===== src/rtl/alm_pkg.sv =====
// Shared FSM state encoding and default widths for the product accumulator.
package alm_pkg;

  localparam int ACC_W_DEF = 40;
  localparam int CNT_W_DEF = 16;
  localparam int PROD_W    = 32;

  typedef enum logic [1:0] {
    ST_IDLE = 2'd0,
    ST_ACC  = 2'd1,
    ST_HOLD = 2'd2
  } state_e;

endpackage


===== src/rtl/alm_sat_add.sv =====
// Signed saturating add of an accumulator and a one's-complement product.
// Combinational; the product's sign bit is the carry-in that makes it two's complement.
module alm_sat_add
  import alm_pkg::*;
#(
  parameter int ACC_W = ACC_W_DEF
) (
  input  logic [ACC_W-1:0]  a_i,
  input  logic [PROD_W-1:0] p_i,
  output logic [ACC_W-1:0]  sum_o,
  output logic              ovf_o
);

  localparam int EXT_W = ACC_W + 1;

  logic [EXT_W-1:0] a_ext;
  logic [EXT_W-1:0] p_ext;
  logic [EXT_W-1:0] cin_ext;
  logic [EXT_W-1:0] raw;

  assign a_ext   = {a_i[ACC_W-1], a_i};
  assign p_ext   = {{(EXT_W-PROD_W){p_i[PROD_W-1]}}, p_i};
  assign cin_ext = {{(EXT_W-1){1'b0}}, p_i[PROD_W-1]};
  assign raw     = a_ext + p_ext + cin_ext;

  // One guard bit: the top bit is the true sign, a disagreement below it is overflow.
  always_comb begin
    ovf_o = raw[ACC_W] ^ raw[ACC_W-1];
    sum_o = raw[ACC_W-1:0];
    if (ovf_o) begin
      sum_o = raw[ACC_W] ? {1'b1, {(ACC_W-1){1'b0}}} : {1'b0, {(ACC_W-1){1'b1}}};
    end
  end

endmodule


===== src/rtl/alm_prod_acc.sv =====
// Per-packet saturating accumulator of log-multiplier products; result 1 cycle after last beat.
// Beats accepted every cycle until a result is pending; in_ready_o drops while the result waits.
module alm_prod_acc
  import alm_pkg::*;
#(
  parameter int ACC_W = ACC_W_DEF,
  parameter int CNT_W = CNT_W_DEF
) (
  input  logic              clk_i,
  input  logic              rst_ni,
  input  logic              in_valid_i,
  output logic              in_ready_o,
  input  logic [PROD_W-1:0] p_i,
  input  logic              last_i,
  output logic              out_valid_o,
  input  logic              out_ready_i,
  output logic [ACC_W-1:0]  sum_o,
  output logic [CNT_W-1:0]  count_o,
  output logic              ovf_o
);

  state_e             state_q, state_d;
  logic [ACC_W-1:0]   acc_q, acc_d;
  logic [CNT_W-1:0]   cnt_q, cnt_d;
  logic               ovf_q, ovf_d;
  logic               accept;
  logic [ACC_W-1:0]   add_a;
  logic [ACC_W-1:0]   add_sum;
  logic               add_ovf;

  assign accept = in_valid_i & in_ready_o;
  // A zero addend on the first beat turns the adder into the packet load path.
  assign add_a  = (state_q == ST_IDLE) ? '0 : acc_q;

  alm_sat_add #(.ACC_W(ACC_W)) u_sat_add (
    .a_i   (add_a),
    .p_i   (p_i),
    .sum_o (add_sum),
    .ovf_o (add_ovf)
  );

  always_ff @(posedge clk_i or negedge rst_ni) begin
    if (!rst_ni) begin
      state_q <= ST_IDLE;
    end else begin
      state_q <= state_d;
    end
  end

  always_comb begin
    state_d = state_q;
    case (state_q)
      ST_IDLE, ST_ACC: if (accept) state_d = last_i ? ST_HOLD : ST_ACC;
      ST_HOLD:         if (out_ready_i) state_d = ST_IDLE;
      default:         state_d = ST_IDLE;
    endcase
  end

  always_comb begin
    in_ready_o  = (state_q != ST_HOLD);
    out_valid_o = (state_q == ST_HOLD);
  end

  always_comb begin
    acc_d = acc_q;
    cnt_d = cnt_q;
    ovf_d = ovf_q;
    if (accept) begin
      acc_d = add_sum;
      if (state_q == ST_IDLE) begin
        cnt_d = CNT_W'(1);
        ovf_d = 1'b0;
      end else begin
        cnt_d = (&cnt_q) ? cnt_q : cnt_q + CNT_W'(1);
        ovf_d = ovf_q | add_ovf;
      end
    end
  end

  always_ff @(posedge clk_i or negedge rst_ni) begin
    if (!rst_ni) begin
      acc_q <= '0;
      cnt_q <= '0;
      ovf_q <= 1'b0;
    end else begin
      acc_q <= acc_d;
      cnt_q <= cnt_d;
      ovf_q <= ovf_d;
    end
  end

  assign sum_o   = acc_q;
  assign count_o = cnt_q;
  assign ovf_o   = ovf_q;

endmodule


===== config.mk =====
export PLATFORM = sky130hd
export DESIGN_NAME = alm_prod_acc
export DESIGN_NICKNAME = d
export VERILOG_FILES = /design/src/rtl/alm_pkg.sv /design/src/rtl/alm_sat_add.sv /design/src/rtl/alm_prod_acc.sv
export SDC_FILE = /design/constraint.sdc
export NUM_CORES = 1
export LEC_CHECK = 0
export ABC_AREA = 1
export CAP_MARGIN = 10
export CORE_ASPECT_RATIO = 1.25
export CORE_MARGIN = 5
export CORE_UTILIZATION = 45
export DETAILED_ROUTE_END_ITERATION = 7
export PLACE_DENSITY_LB_ADDON = 0.05
export SLEW_MARGIN = 20
export SYNTH_ARGS = -nofsm -noshare
export SYNTH_HDL_FRONTEND = slang
export SYNTH_SLANG_ARGS = --single-unit

===== constraint.sdc =====
create_clock -name clk_i -period 3.7 [get_ports clk_i]
set_input_delay 0.74 -clock clk_i [delete_from_list [all_inputs] [get_ports clk_i]]
set_output_delay 0.74 -clock clk_i [all_outputs]
set_load 0.01 [all_outputs]

* Word level (Yosys, flattened, before mapping)
Cells that the tools add are included.
** Cells by class
- Multiplexer cells :: 10
- $lt $le $gt $ge :: 0
- Shifts and indexed selects :: 0
- $mul :: 0
- Divide/modulo/power cells :: 0
- Reduce and logical (&&, ||, !) cells :: 5
- $add $sub $neg :: 3
- Bitwise logic cells :: 3
- Eq/ne operators :: 6
** Operator list (number)
- 40-bit two-way mux :: 3
- 40-bit by 32-bit adder with 41-bit output :: 1
- 41-bit by 1-bit adder with 41-bit output :: 1
- 16-bit two-way mux :: 2
- 16-bit by 1-bit adder with 16-bit output, second input constant :: 1
- 16-bit AND reduction :: 1
- 2-bit two-way mux :: 3
- 2-bit != test, second input constant :: 3
- 2-bit case mux with 2 select lines :: 1
- 2-bit AND reduction :: 2
- 2-bit by 1-bit equality test with 1-bit output, second input constant :: 1
- 2-bit equality test, second input constant :: 1
- 2-bit zero test :: 1
- 2-bit by 1-bit != test with 1-bit output, second input constant :: 1
- 2-bit OR reduction :: 1
- 1-bit bitwise AND :: 1
- 1-bit two-way mux :: 1
- 1-bit OR :: 1
- 1-bit XOR :: 1
** Word-level totals
- Memories :: 0
- Flip-flop bits (word level) :: 59
- Bits of input ports :: 37
- Memory bits (writable) :: 0
- ROM bits :: 0
- Logic and storage cells :: 31
- Latch bits :: 0

* Longest topological paths before layout
- Word-level depth :: 7
- Depth in mapped cells :: 21
- Gate-level depth less buffers :: 20

* Cells and area by module
A second synthesis with hierarchy kept.
** Second synthesis, totals
- Cells, all modules :: 1007
- Area total of the unflattened synthesis :: 6266.0 um^2
** By module, submodules not included
- alm_sat_add :: times used 1, area each 3300.7 um^2, seq. area each 0.0 um^2, cells each 620
- alm_prod_acc :: times used 1, area each 2965.3 um^2, seq. area each 1476.4 um^2, cells each 387

* Worst setup path before layout
OpenSTA, ideal clock, no wires.
- Path type :: input port to flip-flop
- From :: input p_i[0]
- To :: register acc_q[0], in the netlist sum_o[0]
- Setup time :: 0.120 ns
- Cell stages on the path :: 17
- Arrival :: 2.855 ns
- Slack :: 0.725 ns
- Buffers on the path :: 2
- Cells stage by stage :: inv_1 > fa_1 > fa_1 > inv_1 > nand2_1 > nand2_1 > nand3_1 > nand2_2 > nand2_1 > nand3_2 > nand2_1 > nand3_1 > nand2_2 > a21oi_2 > buf_6 > buf_8 > a21oi_2
** On the way
- Cells in the longest elaborated chain, start to end :: 4
** Ends and longest elaborated chain
- start: declaration :: line alm_prod_acc.sv:13 : input logic [PROD_W-1:0] p_i,
- 40-bit by 32-bit adder with 41-bit output * :: line alm_sat_add.sv:24 : assign raw = a_ext + p_ext + cin_ext;
- 41-bit by 1-bit adder with 41-bit output * :: line alm_sat_add.sv:24
- 40-bit two-way mux or 1-bit XOR (tied branches) :: line alm_sat_add.sv:31, alm_sat_add.sv:28
- 40-bit two-way mux * :: line alm_sat_add.sv:30 : if (ovf_o) begin
- end signal: assignment :: line alm_prod_acc.sv:82 : acc_q <= '0;
- end signal: assignment :: line alm_prod_acc.sv:86 : acc_q <= acc_d;
- end: declaration :: line alm_prod_acc.sv:23 : logic [ACC_W-1:0] acc_q, acc_d;
Mark *: on every way between the ends. The rest lies on a longest branch, timed or not.
A chain may end at the register's enable or synchronous reset.

* Final worst setup path
- From :: input p_i[0]
- To :: register acc_q[3], in the netlist sum_o[3]
The elaborated chain is that of the path after synthesis.

==> metrics <==
outcome finished, final reports clean; Die H about 140 µm; top cells by area, synth dfrtp_1 26%, nand2_1 15%, nor2_1 10%, ha_1 8.8%, inv_1 8.4%; largest net degree at the start of global routing 42; DRT Pass-1 Iters 5; ANT nets after route 0; Post-CTS Resized 0; register area share after synthesis roughly a quarter; Net count, final 1,102; Async S/R FF share, synth 100%; Final setup viols 0; Synth Instances about 910; CTS buffer count 9; Core Area 0.0126 mm²; WL/cell 14.1 µm; cell area after synthesis 0.00572 mm²; Post-Route Setup TNS 0 ns; Crit path required time 3.91 ns; PwrDens 770 mW/mm²; critical path, cell by cell clkdlybuf4s50_1 -> inv_1 -> fa_1 -> fa_1 -> inv_1 -> nand2_1 -> nand2_1 -> nand3_1 -> nand2_2 -> nand2_1 -> nand3_2 -> nand2_1 -> nand3_1 -> nand2_2 -> buf_4 -> a21oi_4 -> buf_12 -> a21oi_1; htree depth 3; critical path class in -> reg; Fin Hold WS between 0.5 and 0.6 ns; die area 0.0151 mm²; post-DP HPWL 13,600 µm; Setup Fix Bufs, Post-CTS 0; worst setup path start p_i[0]; synthesized flop and latch total 59; reg2reg end sum_o[3]; crit-path max cell delay 0.49 ns; CTS tree yes; Total GRT Usage 22.4%; nature of the critical path startpoint primary input; CP dominant cell by count nand2_1; vias in the first global route 5,760; DRT iter0 DRCs 374; EDFF count, synth 0; final wirelength roughly 17,000 µm; LEAKAGE 3.71 nW; Slew Limit Fails 0; most common cell in the synthesized netlist nand2_1; first-pass GRT wire length 28,000 µm; Main synth FF type dfrtp_1; worst clock skew 0.00678 ns; CP bufs+invs 5; Min Clock Period, post-route 3.31 ns; post-synth cell types 39; via count 6,085; Worst-Margin Slew 0.860 ns; area post-placement 0.00700 mm²; clock slew at reported path FFs 0.06 ns; I/O pins 96; most instantiated cells after synthesis 233 x nand2_1, 152 x nor2_1, 128 x inv_1; Reg2Reg Depth 19; RePlAce Congestion 0.969; # fillers roughly 1,200; WP data arrival about 3.5 ns; hold_buf cts 0; Critical Path Fanout Max 22; final instance area 0.00732 mm²; final core utilization 58.0%; unrepaired setup endpoints after global routing no; CTS Buffer Depth 2; post-synth top area share ~26%; vias per inst 5.09; antenna violations before repair 0; CP max-delay cell fa_1; area leader, netlist dfrtp_1; period utilisation layout 89.3%; GR Overflow Total 0; row count 46; HP Class in -> async; CTS root buf clkbuf_16; chip width around 110 µm; layout cells sized above 1 7.00%; clock sink total 59; antenna cells 0; Mean Syn Cell Area approximately 6.3 µm²; port bufs 95; Clk Latency, worst-skew pair 0.33 ns; Max Cap Viol 0; Crit Reg-Reg Startpoint state_q[1]; Peak Freq 0.303 GHz; yosys warns 0; DRC viols 0; Relative slew margins a little over two fifths; Reg2Reg Setup Slack 0.65 ns; area grow syn2layout 28.0%; Hold Vio Cnt, Final 0; critical path endpoint category register; delay-heaviest family, CP buffers and inverters; syn nets 993; Max IR drop VDD approximately 310 µV; Initial Util between 40% and 50%
-- area by class of cell --
| cell class | instances | area (µm²) | area share [%] |
|---|---|---|---|
| tap | 168 | 210 | 2.87 |
| clock inverter | 6 | 90.1 | 1.23 |
| clock buffer | 10 | 229 | 3.13 |
| inverter | 133 | 499 | 6.82 |
| multi-input combinational | 704 | 3660 | 50.0 |
| sequential | 59 | 1480 | 20.2 |
| timing repair buffer | 116 | 1150 | 15.8 |
-- logic make-up (layout without fill, tap and decap cells) --
| logic type | Yosys count | after routing | share of synthesized area [%] |
|---|---|---|---|
| and+or+nand+nor | 476 | 476 | 34.2 |
| AOI/OAI and AO/OA | 160 | 160 | 16.1 |
| buffers and inverters | 151 | 265 | 10.4 |
| DFF | 59 | 59 | 25.8 |
| adders and majority gates | 42 | 42 | 9.46 |
| xor gates and xnor gates | 26 | 26 | 3.98 |
-- registers in the layout, summed over array words and instances, names as in the netlist --
register and count:
count_o 16, sum_o 40, state_q 2, ovf_o 1
-- worst max-delay path by stage --
stage	end	slack [ns]	cells after the start
after floorplan	sum_o[0]	0.72	17
after global placement	sum_o[13]	0.08	18
after detailed placement	sum_o[9]	0.02	18
after CTS	sum_o[3]	0.37	18
after global routing	sum_o[10]	0.15	18
final	sum_o[3]	0.39	18
-- cells in the final DEF, fill, tap and decap left out, types with 3 or more instances in the layout --
cell type        synthesis  final
dfrtp_1                 59     59
nand3_1                 46     46
a21oi_1                 85     85
nand4_1                  9      9
nand3b_1                 3      3
o21bai_1                 8      8
clkbuf_16                0      9
nor2_2                   4      6
o21ai_1                  3      3
o21a_1                   5      5
a21oi_2                 13     12
a21o_1                   3      3
nand2_2                  7      7
buf_4                    1     17
buf_12                   0      4
nor2_1                 152    150
inv_1                  128    128
xnor2_1                  9      9
o21ai_0                 31     31
ha_1                    40     40
clkdlybuf4s50_1          0     94
nor3_1                  11     11
nand2_1                233    233
inv_2                    5      5
xor2_1                  17     17
a31oi_1                  4      4
nor4_1                   5      5
-- metrics by stage --
stage                     cells  total power [W]  setup WS [ns]
after global placement     1180          0.00471         0.0759
after floorplan             914          0.00340          0.725
after detailed placement   1180          0.00471         0.0243
after global routing       1196          0.00614          0.155
final                      1196          0.00563          0.395
after CTS                  1196          0.00567          0.372
-- power breakdown --
group,internal (W),switching (W),leakage [nW]
combinational,0.00155,0.00209,2.86
clock,0.000591,0.000326,0.153
sequential,0.000888,0.000190,0.700
-- per-layer routing --
layer  vias up  GRT usage, %  routed length (µm)
met5         -             0                   0
met4         0          8.49                 486
met3        36          2.76                 792
met2       174          38.2                7870
met1      2724          29.2                7650
li1       3151             -                   -
(Power assumes the default switching activity.)
